$ cat src/rtl/fact_sched.sv
// Round-robin front end that shares one factorial engine among NREQ clients.
// Handles the engine's level start/done handshake, the 0!/1! bypass, overflow flagging and a hang watchdog.
module fact_sched #(
    parameter int NREQ = 4,
    parameter int N    = 4,
    parameter int TMO  = 63
) (
    input  logic              clk,
    input  logic              reset,
    input  logic [NREQ-1:0]   req,
    input  logic [NREQ*N-1:0] xin_bus,
    output logic [NREQ-1:0]   grant,
    output logic              busy,
    output logic              resp_valid,
    output logic [2:0]        resp_id,
    output logic [15:0]       resp_data,
    output logic              resp_ovf,
    output logic              resp_err,
    output logic              eng_start,
    output logic [N-1:0]      eng_xin,
    input  logic              eng_done,
    input  logic [15:0]       eng_fact
);

    localparam int IDW = (NREQ > 1) ? $clog2(NREQ) : 1;
    localparam logic [IDW:0]   NREQ_W  = (IDW+1)'(NREQ);
    localparam logic [IDW-1:0] LAST_ID = IDW'(NREQ - 1);
    localparam logic [7:0]     WD_LAST = 8'(TMO - 1);

    typedef enum logic [1:0] {IDLE, START, RELEASE, RESP} state_t;

    state_t            state_q;
    logic [IDW-1:0]    rr_q;
    logic [IDW-1:0]    id_q;
    logic [N-1:0]      xin_q;
    logic [15:0]       res_q;
    logic              err_q;
    logic [7:0]        wdog_q;

    logic [NREQ-1:0]   grant_q;
    logic              busy_q;
    logic              resp_valid_q;
    logic [2:0]        resp_id_q;
    logic [15:0]       resp_data_q;
    logic              resp_ovf_q;
    logic              resp_err_q;
    logic              eng_start_q;
    logic [N-1:0]      eng_xin_q;

    logic [N-1:0]      xin_arr [NREQ];
    logic [2*NREQ-1:0] req_rot;
    logic              arb_found;
    logic [IDW-1:0]    arb_off;
    logic [IDW:0]      arb_sum;
    logic [IDW-1:0]    arb_id;
    logic [IDW-1:0]    arb_next;
    logic [N-1:0]      arb_xin;
    logic              arb_bypass;

    genvar g;
    generate
        for (g = 0; g < NREQ; g++) begin : g_xin
            assign xin_arr[g] = xin_bus[g*N +: N];
        end
    endgenerate

    // Rotate requests so bit 0 is the rr pointer; lowest set bit of the rotated view wins.
    always_comb begin
        req_rot   = {req, req} >> rr_q;
        arb_found = 1'b0;
        arb_off   = '0;
        for (int k = NREQ - 1; k >= 0; k--) begin
            if (req_rot[k]) begin
                arb_found = 1'b1;
                arb_off   = IDW'(k);
            end
        end
        arb_sum = {1'b0, rr_q} + {1'b0, arb_off};
        if (arb_sum >= NREQ_W) begin
            arb_sum = arb_sum - NREQ_W;
        end
        arb_id     = arb_sum[IDW-1:0];
        arb_next   = (arb_id == LAST_ID) ? '0 : arb_id + 1'b1;
        arb_xin    = xin_arr[arb_id];
        arb_bypass = (arb_xin <= N'(1));
    end

    always_ff @(posedge clk or posedge reset) begin
        if (reset) begin
            state_q      <= IDLE;
            rr_q         <= '0;
            id_q         <= '0;
            xin_q        <= '0;
            res_q        <= '0;
            err_q        <= 1'b0;
            wdog_q       <= '0;
            grant_q      <= '0;
            busy_q       <= 1'b0;
            resp_valid_q <= 1'b0;
            resp_id_q    <= '0;
            resp_data_q  <= '0;
            resp_ovf_q   <= 1'b0;
            resp_err_q   <= 1'b0;
            eng_start_q  <= 1'b0;
            eng_xin_q    <= '0;
        end else begin
            grant_q      <= '0;
            resp_valid_q <= 1'b0;
            case (state_q)
                IDLE: begin
                    // A stale done (e.g. after an aborted START) holds off new engine jobs.
                    if (arb_found && (arb_bypass || !eng_done)) begin
                        grant_q <= NREQ'(1) << arb_id;
                        rr_q    <= arb_next;
                        id_q    <= arb_id;
                        xin_q   <= arb_xin;
                        err_q   <= 1'b0;
                        busy_q  <= 1'b1;
                        if (arb_bypass) begin
                            res_q   <= 16'd1;
                            state_q <= RESP;
                        end else begin
                            eng_xin_q   <= arb_xin;
                            eng_start_q <= 1'b1;
                            wdog_q      <= '0;
                            state_q     <= START;
                        end
                    end
                end
                START: begin
                    if (eng_done) begin
                        res_q       <= eng_fact;
                        eng_start_q <= 1'b0;
                        wdog_q      <= '0;
                        state_q     <= RELEASE;
                    end else if (wdog_q == WD_LAST) begin
                        eng_start_q <= 1'b0;
                        res_q       <= '0;
                        err_q       <= 1'b1;
                        state_q     <= RESP;
                    end else begin
                        wdog_q <= wdog_q + 8'd1;
                    end
                end
                RELEASE: begin
                    if (!eng_done) begin
                        state_q <= RESP;
                    end else if (wdog_q == WD_LAST) begin
                        res_q   <= '0;
                        err_q   <= 1'b1;
                        state_q <= RESP;
                    end else begin
                        wdog_q <= wdog_q + 8'd1;
                    end
                end
                RESP: begin
                    resp_valid_q <= 1'b1;
                    resp_id_q    <= 3'(id_q);
                    resp_data_q  <= res_q;
                    resp_ovf_q   <= (int'(xin_q) > 8);
                    resp_err_q   <= err_q;
                    busy_q       <= 1'b0;
                    state_q      <= IDLE;
                end
                default: state_q <= IDLE;
            endcase
        end
    end

    assign grant      = grant_q;
    assign busy       = busy_q;
    assign resp_valid = resp_valid_q;
    assign resp_id    = resp_id_q;
    assign resp_data  = resp_data_q;
    assign resp_ovf   = resp_ovf_q;
    assign resp_err   = resp_err_q;
    assign eng_start  = eng_start_q;
    assign eng_xin    = eng_xin_q;

endmodule

$ cat config.mk
export PLATFORM = sky130hd
export DESIGN_NAME = fact_sched
export DESIGN_NICKNAME = d
export VERILOG_FILES = /design/src/rtl/fact_sched.sv
export SDC_FILE = /design/constraint.sdc
export NUM_CORES = 1
export LEC_CHECK = 0
export ABC_AREA = 1
export CORE_UTILIZATION = 30
export DETAILED_ROUTE_END_ITERATION = 7
export GPL_TIMING_DRIVEN = 1
export HOLD_SLACK_MARGIN = 0.03
export MAX_ROUTING_LAYER = met4
export PLACE_DENSITY_LB_ADDON = 0.3
export SYNTH_ARGS = -nofsm -noshare
export SYNTH_HDL_FRONTEND = slang
export SYNTH_SLANG_ARGS = --single-unit
$ cat constraint.sdc
create_clock -name clk -period 2.53 [get_ports clk]
set_clock_uncertainty 0.15 [all_clocks]
set_input_delay 0.3795 -clock clk [delete_from_list [all_inputs] [get_ports clk]]
set_output_delay 0.3795 -clock clk [all_outputs]
set_load 0.03 [all_outputs]
# Yosys cells after proc, flatten, opt, wreduce, memory -nomap -nowiden
# Index checks and enable logic that the tools add are counted.
word_totals:
  reg_bits: 66
  in_bits: 39
  output_inout_bits: 32
  wordCells: 99
op_classes:
  n_addsub: 4
  order_cmp: 4
  n_eq_ne: 11
  n_shift: 2
  muxes: 46
  n_bitwise: 2
  reduce_logical: 14
ops:
  columns: ["op", "count"]
  rows:
  - ["16-bit 2-to-1 mux", 5]
  - ["16-bit case mux with 3 select lines", 1]
  - ["8-bit 2-to-1 mux", 5]
  - ["8-bit case mux with 3 select lines", 1]
  - ["2-bit 2-to-1 mux", 11]
  - ["4-bit 2-to-1 mux", 4]
  - ["4-bit AND reduction", 4]
  - ["1-bit 2-to-1 mux", 14]
  - ["2-bit inequality test (second input constant)", 5]
  - ["8-bit by 1-bit adder with 8-bit output (second input constant)", 1]
  - ["4-bit binary-select mux with 2-bit select", 1]
  - ["8-bit by 6-bit == test with 1-bit output (second input constant)", 1]
  - ["2-bit case mux with 4 select lines", 1]
  - ["8-bit by 2-bit right shift with 4-bit output", 1]
  - ["2-bit == test (second input constant)", 3]
  - ["3-bit >= comparator (second input constant)", 2]
  - ["4-bit > comparator (second input constant)", 1]
  - ["4-bit by 1-bit <= comparator with 1-bit output (second input constant)", 1]
  - ["1-bit case mux with 2 select lines", 2]
  - ["2-bit AND reduction", 2]
  - ["2-bit nonzero test", 2]
  - ["1-bit by 2-bit << shifter with 4-bit output (first input constant)", 1]
  - ["2-bit by 2-bit adder with 3-bit output", 1]
  - ["3-bit inequality test (second input constant)", 1]
  - ["12 further kinds", 12]

# Depth between registers and ports, before layout
logic_depth:
  word_depth: 17
  ltp_mapped: 22
  mapped_depth_nobuf: 20

# Worst setup path before layout
# No wires, ideal clock.
synth_timing:
  path_kind: "reg2reg"
  from: "register rr_q[0]"
  to: "register xin_q[0]"
  setup_ps: 118
  arrival_time_ps: 2455
  required_ps: 2262
  slack_ps: -192
  stages_incl_launch_ff: 23
  n_path_buf: 2
  synth_period_minus_slack_ps: 2722
  cell_sequence: "dfrtp_1 inv_2 nand2_1 nand3_1 nand2_1 nand3_1 a21boi_0 ha_1 buf_2 inv_1 nand2_1 nand2_1 inv_1 nand2_1 nand2_1 nand3_2 nand2_2 nand2_4 nor2_4 inv_2 buf_6 nand2_1 o21ai_2"
synth_via:
  elab_chain_len: 16
  word_cells_on_any_way: 21
  classes_between: "add/sub (2); order compare (2); shift (1); mux (12); bitwise (1); reduce/logical (3)"
synth_lines:
  columns: ["item", "line_no", "text"]
  rows:
  - ["start, declared", "33", "logic [IDW-1:0] rr_q;"]
  - ["start signal, assigned", "114", "rr_q <= arb_next;"]
  - ["8-bit by 2-bit right shift with 4-bit output", "69", "req_rot = {req, req} >> rr_q;"]
  - ["2-bit 2-to-1 mux (4 in a row)", "73", "if (req_rot[k]) begin"]
  - ["2-bit by 2-bit adder with 3-bit output *", "78", "arb_sum = {1'b0, rr_q} + {1'b0, arb_off};"]
  - ["3-bit >= comparator / 2-bit by 1-bit subtractor with 2-bit output (equally long branches)", "79, 80", null]
  - ["2-bit 2-to-1 mux *", "79", "if (arb_sum >= NREQ_W) begin"]
  - ["via arb_sum[0]", "54", "logic [IDW:0] arb_sum;"]
  - ["2-bit NOT with 3-bit output (not written as such) *", "84", "arb_xin = xin_arr[arb_id];"]
  - ["4-bit binary-select mux with 2-bit select *", "84", null]
  - ["4-bit 2-to-1 mux (not written as such) * (2 in a row)", "84", null]
  - ["4-bit by 1-bit <= comparator with 1-bit output", "85", "arb_bypass = (arb_xin <= N'(1));"]
  - ["1-bit logical OR", "112", "if (arb_found && (arb_bypass || !eng_done)) begin"]
  - ["1-bit logical AND", "112", null]
  - ["2-bit AND reduction (no source line)", null, null]
  - ["end signal, assigned", "116", "xin_q <= arb_xin;"]
  - ["end, declared", "35", "logic [N-1:0] xin_q;"]
# Mark *: on every way through the listed nets, which the timed path passes. The rest lies on a longest branch. The select of a mux whose other input is x is not followed.
# A chain may end at the register's enable or synchronous reset.

# Worst setup path after layout
layout_timing:
  from: "input req[1]"
  to: "register wdog_q[6]"
layout_via:
  elab_chain_len: 17
  word_cells_on_any_way: 23
  classes_between: "add/sub (2); order compare (2); eq/ne (2); shift (1); mux (12); bitwise (1); reduce/logical (3)"
layout_lines:
  columns: ["item", "line_no", "text"]
  rows:
  - ["start, declared", "10", "input logic [NREQ-1:0] req,"]
  - ["8-bit by 2-bit right shift with 4-bit output *", "69", null]
  - ["2-bit 2-to-1 mux (4 in a row)", "73", null]
  - ["2-bit by 2-bit adder with 3-bit output", "78", null]
  - ["3-bit >= comparator / 2-bit by 1-bit subtractor with 2-bit output (equally long branches)", "79, 80", null]
  - ["2-bit 2-to-1 mux", "79", null]
  - ["2-bit NOT with 3-bit output (not written as such)", "84", null]
  - ["4-bit binary-select mux with 2-bit select", "84", null]
  - ["4-bit 2-to-1 mux (not written as such) (2 in a row)", "84", null]
  - ["4-bit by 1-bit <= comparator with 1-bit output", "85", null]
  - ["1-bit logical OR", "112", null]
  - ["1-bit logical AND", "112", null]
  - ["2-bit inequality test (no source line)", null, null]
  - ["4-bit AND reduction (no source line) *", null, null]
  - ["end signal, assigned", "142", "wdog_q <= wdog_q + 8'd1;"]
  - ["end signal, assigned", "153", "wdog_q <= wdog_q + 8'd1;"]
  - ["end, declared", "38", "logic [7:0] wdog_q;"]
# Every way passes the cells marked *; elsewhere a longest branch is shown, timed or not. The select of a mux whose other input is x is not followed.

==> impl_metrics.json <==
{
  "status": "finished with violations",
  "violated_checks": "negative setup slack",
  "grt_overflow": 0,
  "fin_total_pwr_mw": 8.704,
  "worst-slew-pin-transition_ns": 1.054,
  "critical_path_peak_fanout": 5,
  "setup_violation_total_in_the_final_timing_report": 45,
  "globalplace.congestion": 0.8172,
  "layout.cell_area.non_filler_sq_mm": 0.005499,
  "leakagePower_nw": 2.537,
  "detailroute.via_count": 3303,
  "cts_buffers": 9,
  "netlist_instances": 423,
  "critPathKind": "in2reg",
  "rows": 39,
  "synth_edf_count": 0,
  "timing.critical_path.to_type": "register",
  "postSynthRegisterBits": 66,
  "count_of_input_and_output_buffers": 69,
  "synth_top_cells_by_area": "dfrtp_1 (45%), nand2_1 (11%), mux2_2 (5.3%)",
  "yosysSeqAreaShare_pct": 45.35,
  "place_hpwl_um": 6421,
  "critPathArrivalTime_ns": 2.95,
  "period_share_pct": 114.0,
  "die-width_um": 112.2,
  "grt_max_degree": 67,
  "fmax_ghz": 0.3468,
  "power.density_cell_area_mw_per_mm2": 1583,
  "route.detailed.wl_per_inst_um": 14.09,
  "synth_area_sq_mm": 0.003642,
  "first_global_vias": 3497,
  "firstDrtPassIters": 4,
  "netlist-cell-type-count": 36,
  "mostFrequentLayoutCells": "nand2_1 (77), clkdlybuf4s50_1 (67), dfrtp_1 (64)",
  "top_level_ports": 71,
  "synth_fp_nets": 473,
  "layout_commonest_cell": "nand2_1",
  "max_cap_violations": 0,
  "post_layout_nonfiller_instances": 688,
  "hold_class": "in2async",
  "cts.clk_slew.worst_paths_ns": 0.05,
  "crit_path_cell_chain": "clkdlybuf4s50_1, nand2_2, nand3_2, nand2_2, nand3_2, a21boi_2, ha_4, xor2_2, nand2_2, buf_4, nand3_2, nand2_4, nand3_4, nand2_4, nand2_4, nand2_8, buf_12, clkbuf_16, nand4_1, nand2_1",
  "cts-root-buf": "clkbuf_16",
  "design.die.area_sq_mm": 0.01259,
  "final-max-slew-violation-count": 0,
  "htree_levels": 3,
  "detailed_place.area_sq_mm": 0.004761,
  "cts_tree": "yes",
  "yosys.area.top_type": "dfrtp_1",
  "final.hold.worst_slack_ns": 0.2819,
  "worstPathBufferInverterCount": 4,
  "finalWirelength_um": 9693,
  "critical_path_top_delay_cell": "clkdlybuf4s50_1",
  "synth_top_cell_area_share_pct": 45.35,
  "rsz0062_at_grt": "yes",
  "post-place-ws_ns": -0.7414,
  "dpl.cell_count": 654,
  "global_route_wire_length_before_repair_um": 16480,
  "cp-start-kind": "primary input",
  "cts_sinks": 66,
  "path_delay_family": "simple AND/OR/NAND/NOR gates",
  "track_usage_pct": 16.85,
  "synth_async_sr_flop_share_pct": 100.0,
  "peak_vdd_ir_mv": 0.5868,
  "filler_cell_count": 1096,
  "die_h_um": 112.2,
  "fin_crit_ns": 2.883,
  "drt_drc_violations_left": 0,
  "max-clock-path-buffers": 2,
  "antenna_cells": 0,
  "synth-warning-count": 0,
  "setup-tns-final_ns": -13.12,
  "initial_core_util_pct": 31.36,
  "route.detailed.vias_per_inst": 4.801,
  "dominantRegCellSynth": "dfrtp_1",
  "final_layout_size_suffix_gt1_share_pct": 32.11,
  "fin_util_pct": 47.35,
  "synthToLayoutAreaGrowth_pct": 50.98,
  "antenna_left": 0,
  "timing.slew.headroom_pct": 29.47,
  "required_ns": 2.60,
  "avgSynthCellArea_sq_um": 8.611,
  "layout.nets": 590,
  "core_area_sq_mm": 0.01161,
  "hold_viol": 0,
  "antenna_found_initial": 0,
  "critical_path.max_stage_delay_ns": 0.45,
  "worstSkewPairLatency_ns": 0.33,
  "post-route-worst-setup-slack_ns": -0.3532,
  "first_iter_violations": 198
}
==> area by class of cell <==
cell class | instances | area [sq um] | area share, %
Clock inverter | 2 | 13.76 | 0.2503
Timing Repair Buffer | 128 | 1285 | 23.37
Tap cell | 143 | 178.9 | 3.254
Multi-Input combinational cell | 305 | 2003 | 36.43
Clock buffer | 14 | 244.0 | 4.437
Inverter | 30 | 120.1 | 2.184
Sequential cell | 66 | 1654 | 30.08
==> worst min-delay path, cell delays in order <==
cell and delay [ns]:
clkdlybuf4s50_1 0.41, inv_2 0.07, buf_12 0.30
==> layer usage <==
metal	vias up	track usage, %	wire length [um]
li1	1646	-	-
met1	1593	20.52	4513
met2	49	27.83	4774
met3	15	3.186	226
met4	0	6.222	179
met5	-	-	0
==> synth_stat cells (2+ instances only) <==
cell type / number
a21oi_1: 16
buf_6: 4
nand2_2: 2
dfrtp_1: 66
nand4_1: 11
inv_1: 26
a31oi_1: 17
nand2_1: 110
buf_4: 2
nand2_4: 4
ha_1: 11
clkbuf_1: 13
o21ai_2: 18
inv_2: 4
nor2_1: 31
nand3_1: 28
buf_1: 2
o21ai_0: 12
mux2i_1: 5
nand3_2: 3
nor3_1: 3
xor2_1: 4
nor3b_1: 2
mux2_2: 17
==> logic make-up (layout without fill, tap and decap cells) <==
family / after synthesis / count (layout) / synth area share, %
compound gates: 70 / 70 / 12.54
fa+ha+maj: 11 / 11 / 3.779
buf+inv: 52 / 174 / 6.424
xor+xnor: 5 / 5 / 1.202
simple gates: 196 / 196 / 23.98
flops: 66 / 66 / 45.35
other cells: 1 / 1 / 0.1030
mux: 22 / 22 / 6.630
==> power breakdown <==
| part | leakage, nW | total, mW | internal [mW] | switching [mW] |
|---|---|---|---|---|
| clock network | 0.125 | 1.10 | 0.665 | 0.437 |
| registers | 0.874 | 1.81 | 1.49 | 0.314 |
| logic | 1.54 | 5.79 | 2.71 | 3.08 |
==> registers in the layout, indices dropped and copies added, names as in the netlist <==
signal and count:
res_q 16, resp_data 16, wdog_q 8, eng_xin 4, grant 4, xin_q 4, id_q 2, resp_id 2
rr_q 2, state_q 2, busy 1, eng_start 1, err_q 1, resp_err 1, resp_ovf 1, resp_valid 1
==> final timing paths <==
kind                       startpoint       endpoint  depth (start not counted)  slack (ns)
min in group clk                err_q          err_q                          2        0.33
min reg2reg                     err_q          err_q                          2        0.33
min                             reset  resp_data[11]                          3        0.28
max                            req[1]      wdog_q[6]                         20       -0.35
max in group asynchronous       reset        rr_q[0]                          3        1.62
max reg2reg                   rr_q[0]      wdog_q[6]                         19       -0.35
==> repair_timing <==
item | CTS | global route
pin swaps | 17 | 6
cloned | 3 | 1
setup endpoints to repair | 45 | 45
hold buffers | 0 | 0
gates resized for setup | 46 | 24
buffers inserted | 11 | 4
Power figures use the tool's default switching activity.
